==> src/rtl/mips_io_pkg.sv <==
// Shared register-map constants for the memory-mapped I/O peripherals on the
// 8-bit mips_mem bus.
package mips_io_pkg;

    localparam logic [1:0] OFF_SCRATCH = 2'd0;
    localparam logic [1:0] OFF_COUNT   = 2'd1;
    localparam logic [1:0] OFF_STATUS  = 2'd2;
    localparam logic [1:0] OFF_DATA    = 2'd3;

    localparam int ST_EMPTY = 0;
    localparam int ST_FULL  = 1;
    localparam int ST_OVF   = 2;

    localparam logic [7:0] IO_BASE = 8'hFC;

endpackage

==> src/rtl/io_fifo.sv <==
// Synchronous FIFO with occupancy counter; a push into a full FIFO is accepted
// only when a pop happens in the same cycle.
module io_fifo #(
    parameter int WIDTH = 8,
    parameter int DEPTH = 4
) (
    input  logic                       clk,
    input  logic                       reset,
    input  logic                       push,
    input  logic                       pop,
    input  logic [WIDTH-1:0]           din,
    output logic [WIDTH-1:0]           dout,
    output logic                       full,
    output logic                       empty,
    output logic [$clog2(DEPTH):0]     count
);

    localparam int AW = $clog2(DEPTH);
    localparam int CW = AW + 1;

    logic [WIDTH-1:0] mem [DEPTH];
    logic [AW-1:0]    wr_ptr;
    logic [AW-1:0]    rd_ptr;
    logic             do_push;
    logic             do_pop;

    assign full    = (count == CW'(DEPTH));
    assign empty   = (count == '0);
    assign do_pop  = pop & ~empty;
    assign do_push = push & (~full | do_pop);

    // Head is forced to zero when empty so stale storage never leaks out.
    assign dout = empty ? '0 : mem[rd_ptr];

    always_ff @(posedge clk) begin
        if (do_push) begin
            mem[wr_ptr] <= din;
        end
    end

    // Pointers are AW bits wide, so wrapping modulo DEPTH is implicit.
    always_ff @(posedge clk) begin
        if (reset) begin
            wr_ptr <= '0;
            rd_ptr <= '0;
            count  <= '0;
        end else begin
            if (do_push) begin
                wr_ptr <= wr_ptr + AW'(1);
            end
            if (do_pop) begin
                rd_ptr <= rd_ptr + AW'(1);
            end
            case ({do_push, do_pop})
                2'b10:   count <= count + CW'(1);
                2'b01:   count <= count - CW'(1);
                default: count <= count;
            endcase
        end
    end

endmodule

==> src/rtl/mmio_out_port.sv <==
// Memory-mapped output port: a 4-byte register window whose DATA register
// feeds a FIFO drained over a valid/ready handshake.
module mmio_out_port
    import mips_io_pkg::*;
#(
    parameter int               WIDTH = 8,
    parameter logic [WIDTH-1:0] BASE  = IO_BASE,
    parameter int               DEPTH = 4
) (
    input  logic             clk,
    input  logic             reset,
    input  logic [WIDTH-1:0] adr,
    input  logic [WIDTH-1:0] writedata,
    input  logic             memwrite,
    input  logic             memread,
    output logic [WIDTH-1:0] readdata,
    output logic             io_sel,
    output logic [WIDTH-1:0] out_data,
    output logic             out_valid,
    input  logic             out_ready
);

    localparam int CW = $clog2(DEPTH) + 1;

    logic             hit;
    logic [1:0]       off;
    logic             wr_hit;
    logic             push;
    logic             pop;
    logic             full;
    logic             empty;
    logic [CW-1:0]    count;
    logic             ovf;
    logic [WIDTH-1:0] scratch;
    logic [WIDTH-1:0] data_shadow;
    logic [WIDTH-1:0] status;
    logic [WIDTH-1:0] rd_mux;

    assign hit       = (adr[WIDTH-1:2] == BASE[WIDTH-1:2]);
    assign off       = adr[1:0];
    assign wr_hit    = memwrite & hit;
    assign push      = wr_hit & (off == OFF_DATA);
    assign out_valid = ~empty;
    assign pop       = out_valid & out_ready;

    io_fifo #(
        .WIDTH (WIDTH),
        .DEPTH (DEPTH)
    ) u_fifo (
        .clk   (clk),
        .reset (reset),
        .push  (push),
        .pop   (pop),
        .din   (writedata),
        .dout  (out_data),
        .full  (full),
        .empty (empty),
        .count (count)
    );

    always_comb begin
        status           = '0;
        status[ST_EMPTY] = empty;
        status[ST_FULL]  = full;
        status[ST_OVF]   = ovf;
    end

    always_comb begin
        rd_mux = '0;
        case (off)
            OFF_SCRATCH: rd_mux = scratch;
            OFF_COUNT:   rd_mux = WIDTH'(count);
            OFF_STATUS:  rd_mux = status;
            OFF_DATA:    rd_mux = data_shadow;
            default:     rd_mux = '0;
        endcase
    end

    // A push that finds the FIFO full with no concurrent pop is dropped and
    // latches ovf until software clears it through STATUS bit 2.
    always_ff @(posedge clk) begin
        if (reset) begin
            ovf         <= 1'b0;
            scratch     <= '0;
            data_shadow <= '0;
        end else begin
            if (push && full && !pop) begin
                ovf <= 1'b1;
            end else if (wr_hit && (off == OFF_STATUS) && writedata[ST_OVF]) begin
                ovf <= 1'b0;
            end
            if (wr_hit && (off == OFF_SCRATCH)) begin
                scratch <= writedata;
            end
            if (push) begin
                data_shadow <= writedata;
            end
        end
    end

    // Read path samples pre-edge state, so a simultaneous store is not visible.
    always_ff @(posedge clk) begin
        if (reset) begin
            readdata <= '0;
            io_sel   <= 1'b0;
        end else if (memread && hit) begin
            readdata <= rd_mux;
            io_sel   <= 1'b1;
        end else begin
            io_sel   <= 1'b0;
        end
    end

endmodule

==> config.mk <==
export PLATFORM = sky130hd
export DESIGN_NAME = mmio_out_port
export DESIGN_NICKNAME = d
export VERILOG_FILES = /design/src/rtl/mips_io_pkg.sv /design/src/rtl/io_fifo.sv /design/src/rtl/mmio_out_port.sv
export SDC_FILE = /design/constraint.sdc
export NUM_CORES = 1
export LEC_CHECK = 0
export ABC_AREA = 1
export ABC_CLOCK_PERIOD_IN_PS = 2450
export CELL_PAD_IN_SITES_DETAIL_PLACEMENT = 2
export CELL_PAD_IN_SITES_GLOBAL_PLACEMENT = 2
export CORE_MARGIN = 10
export CORE_UTILIZATION = 33
export DETAILED_ROUTE_END_ITERATION = 10
export HOLD_SLACK_MARGIN = 0.15
export MAX_ROUTING_LAYER = met4
export PLACE_DENSITY = 0.87
export SLEW_MARGIN = 15
export SYNTH_ARGS = -nofsm -noshare
export SYNTH_HDL_FRONTEND = slang
export SYNTH_SLANG_ARGS = --single-unit
==> constraint.sdc <==
create_clock -name clk -period 2.45 [get_ports clk]
set_input_delay 0.49 -clock clk [delete_from_list [all_inputs] [get_ports clk]]
set_output_delay 0.49 -clock clk [all_outputs]
set_load 0.005 [all_outputs]
==> impl_metrics.env <==
export IMPL_drt_pass1_iterations=4
export IMPL_wl_mm=8.77
export IMPL_start_kind="flop"
export IMPL_tightest_slew_ns=0.303
export IMPL_cts_made_buffers=9
export IMPL_ios=39
export IMPL_cp_arrival_ns=1.86
export IMPL_drv_slew=0
export IMPL_ant_nets=0
export IMPL_syn_nets=348
export IMPL_final_cell_mix="nand2_1, nor2_1, a21oi_1"
export IMPL_portBuffers=38
export IMPL_cp_end_kind="output port"
export IMPL_finalHoldViolations=0
export IMPL_p_leak_nw=1.41
export IMPL_p_int_w=0.00189
export IMPL_seqCellArea_um2=1670
export IMPL_wl_met2_mm=4.50
export IMPL_worst_hold_path_type="reg -> reg"
export IMPL_chipWidth_um=113
export IMPL_final_nets=409
export IMPL_synth_adder_area_share_pct=2.89
export IMPL_ys_seq_area_share_pct=58.1
export IMPL_maxSlewHeadroom_pct=79.7
export IMPL_grt_pass1_vias=2766
export IMPL_slowest_stage="clkdlybuf4s50_1"
export IMPL_fin_crit_sh_pct=95.8
export IMPL_routed_wl_met3_um=228
export IMPL_cts_root_buf="clkbuf_8"
export IMPL_die_area_um2=12800
export IMPL_hpwl_mm=6.49
export IMPL_htree_num_levels=3
export IMPL_fmax_mhz=426
export IMPL_wl_per_cell_um=17.8
export IMPL_p_seq_share_pct=49.0
export IMPL_pre_cts_slack_ns=-0.112
export IMPL_floorplan_initialDensity_pct=34.3
export IMPL_multi_input_area_um2=1060
export IMPL_cp_top_family="buffers and inverters"
export IMPL_period_minus_slack_ns=2.35
export IMPL_drive_gt1_share_pct=15.5
export IMPL_clockPowerShare_pct=46.7
export IMPL_utilization_pct=45.1
export IMPL_final_common_cell="nand2_1"
export IMPL_clock_latency_ns=0.34
export IMPL_fin_skew_ns=0.00538
export IMPL_switchingPower_w=0.000498
export IMPL_grt_util_all_layers_pct=14.7
export IMPL_crit_path_max_fanout=9
export IMPL_grt_pass1_wl_mm=14.6
export IMPL_synthSimpleGateAreaFrac_pct=22.9
export IMPL_grt_max_degree=27
export IMPL_ir_drop_v=0.000220
export IMPL_required_ns=1.96
export IMPL_pwr_share_comb_pct=4.3
export IMPL_dp_cells=475
export IMPL_diodes=0
export IMPL_coreArea_um2=8340
export IMPL_synth_compound_gate_area_share_pct=11.0
export IMPL_avgViaCountPerCell=4.90
export IMPL_cts_buffer_depth=2
export IMPL_netSwitchingFraction_pct=20.8
export IMPL_fp_dieH_um=113
export IMPL_antenna_found_initial=0
export IMPL_fin_cells=492
export IMPL_cts_sinks=67
export IMPL_synthMuxAreaShare_pct=0
export IMPL_status="complete, no violations"
export IMPL_worstSetupPathType="reg -> out"
export IMPL_cts_tree="built"
export IMPL_syn_to_final_growth_pct=31.4
export IMPL_cp_cell_sequence="nor2_1 -> nand2_1 -> clkinv_1 -> buf_4 -> a21oi_1 -> clkdlybuf4s50_1"
export IMPL_vias=2411
export IMPL_fin_tns_setup_ns=0
export IMPL_slowest_delay_ns=0.52
export IMPL_nFillCells=904
export IMPL_syn_inst=321
export IMPL_gp_congestion=0.761
export IMPL_yosys_cell_types_count=22
export IMPL_top_layer_used="met4"
export IMPL_postLayoutSetupSlackWorst_ns=0.102
export IMPL_drtIter0Drc=82
export IMPL_critical_path_buf_inv_count=3
export IMPL_synth_top_family_by_area="simple AND/OR/NAND/NOR gates"
export IMPL_clk_pin_slew_worst_paths_ns=0.08
export IMPL_drv_cap=0
export IMPL_row_count=33
export IMPL_drc=0
export IMPL_setup_violations_final=0
export IMPL_m1WireLength_mm=3.91
export IMPL_syn_avg_cell_area_um2=8.91
export IMPL_cellPowerDensity_nw_per_um2=635
export IMPL_syn_cell_area_um2=2860
export IMPL_overflow=0
export IMPL_synth_xor_xnor_area_share_pct=0
export IMPL_ys_warn_count=0
export IMPL_synth_seq_cells=67
synth_stat cells:
master | n | area, um2
edfxtp_1 | 32 | 961
or2_2 | 2 | 12.5
nand4_4 | 2 | 42.5
nand3_1 | 7 | 35.0
buf_2 | 3 | 15.0
ha_1 | 5 | 62.6
nand2_1 | 81 | 304
nor2_4 | 3 | 33.8
clkinv_1 | 2 | 7.51
nor2_1 | 45 | 169
fa_1 | 1 | 20.0
clkinv_2 | 1 | 5.00
nand2_2 | 1 | 6.26
inv_1 | 22 | 82.6
o21ai_0 | 24 | 120
clkbuf_1 | 5 | 18.8
inv_2 | 3 | 11.3
dfxtp_1 | 35 | 701
buf_4 | 1 | 7.51
a21oi_1 | 39 | 195
nor2_2 | 5 | 31.3
nand3_2 | 2 | 20.0
worst register-to-register path, delay by kind of cell, from the launching register on:
| family | cells | cell delay (ns) |
|---|---|---|
| compound gates | 4 | 0.50 |
| fa+ha+maj | 2 | 0.51 |
| buf+inv | 2 | 0.12 |
| flops | 1 | 0.33 |
| simple gates | 4 | 0.62 |
power groups by stage:
stage	Sequential, W	Combinational [W]	Clock (W)
detailed placement	0.00120	0.000102	0
finish	0.00117	0.000102	0.00112
CTS	0.00117	0.000103	0.00113
floorplan	0.00120	0.0000326	0
global placement	0.00120	0.0000969	0
global route	0.00117	0.000112	0.00119
routing by layer:
metal,GRT usage [%],vias up
met1,17.0,1190
met2,24.7,41
met5,-,-
met3,3.12,11
li1,-,1169
met4,4.82,0
registers in the layout, summed over array words and instances, names as in the netlist, named ones only:
register	flops
u_fifo.mem	32
data_shadow	8
readdata	8
scratch	8
u_fifo.count	3
u_fifo.rd_ptr	2
u_fifo.wr_ptr	2
io_sel	1
ovf	1
area by class of cell:
class | instances | share of cell area, %
flip-flops and latches | 67 | 44.3
multi-input cells | 217 | 28.1
repair buffers | 59 | 14.8
well taps | 105 | 3.50
clock buffers | 9 | 3.30
clock inverters | 7 | 3.06
inverters | 28 | 2.90
worst paths after layout:
| path | cells past startpoint | slack (ns) | to | start |
|---|---|---|---|---|
| setup / recovery | 6 | 0.10 | out_data[5] | u_fifo.count[0] |
| hold / removal | 2 | 0.48 | scratch[2] | scratch[2] |
| setup reg to reg | 12 | 0.25 | u_fifo.count[2] | u_fifo.count[0] |
| hold reg to reg | 2 | 0.48 | scratch[2] | scratch[2] |
through the flow:
step / power [W] / hold slack, ns / cell area, um2
3_3_place_gp: 0.00129 / 0.450 / 3480
3_5_place_dp: 0.00130 / 0.466 / 3480
2_1_floorplan: 0.00123 / 0.433 / 2860
4_1_cts: 0.00240 / 0.479 / 3730
5_1_grt: 0.00247 / 0.497 / 3760
6_report: 0.00239 / 0.477 / 3760
cells by family (layout without fill, tap and decap cells):
family,Yosys count,after routing
simple gates,148,148
flops,67,67
fa+ha+maj,6,6
compound gates,63,63
buf+inv,37,103
what timing repair did:
item,CTS,global route
endpoints found under the hold margin,0,0
endpoints found under the setup margin,3,9
pin swaps,0,2
hold buffers,0,0
buffers inserted,0,1
gates resized for setup,4,9
Power figures use the tool's default switching activity.
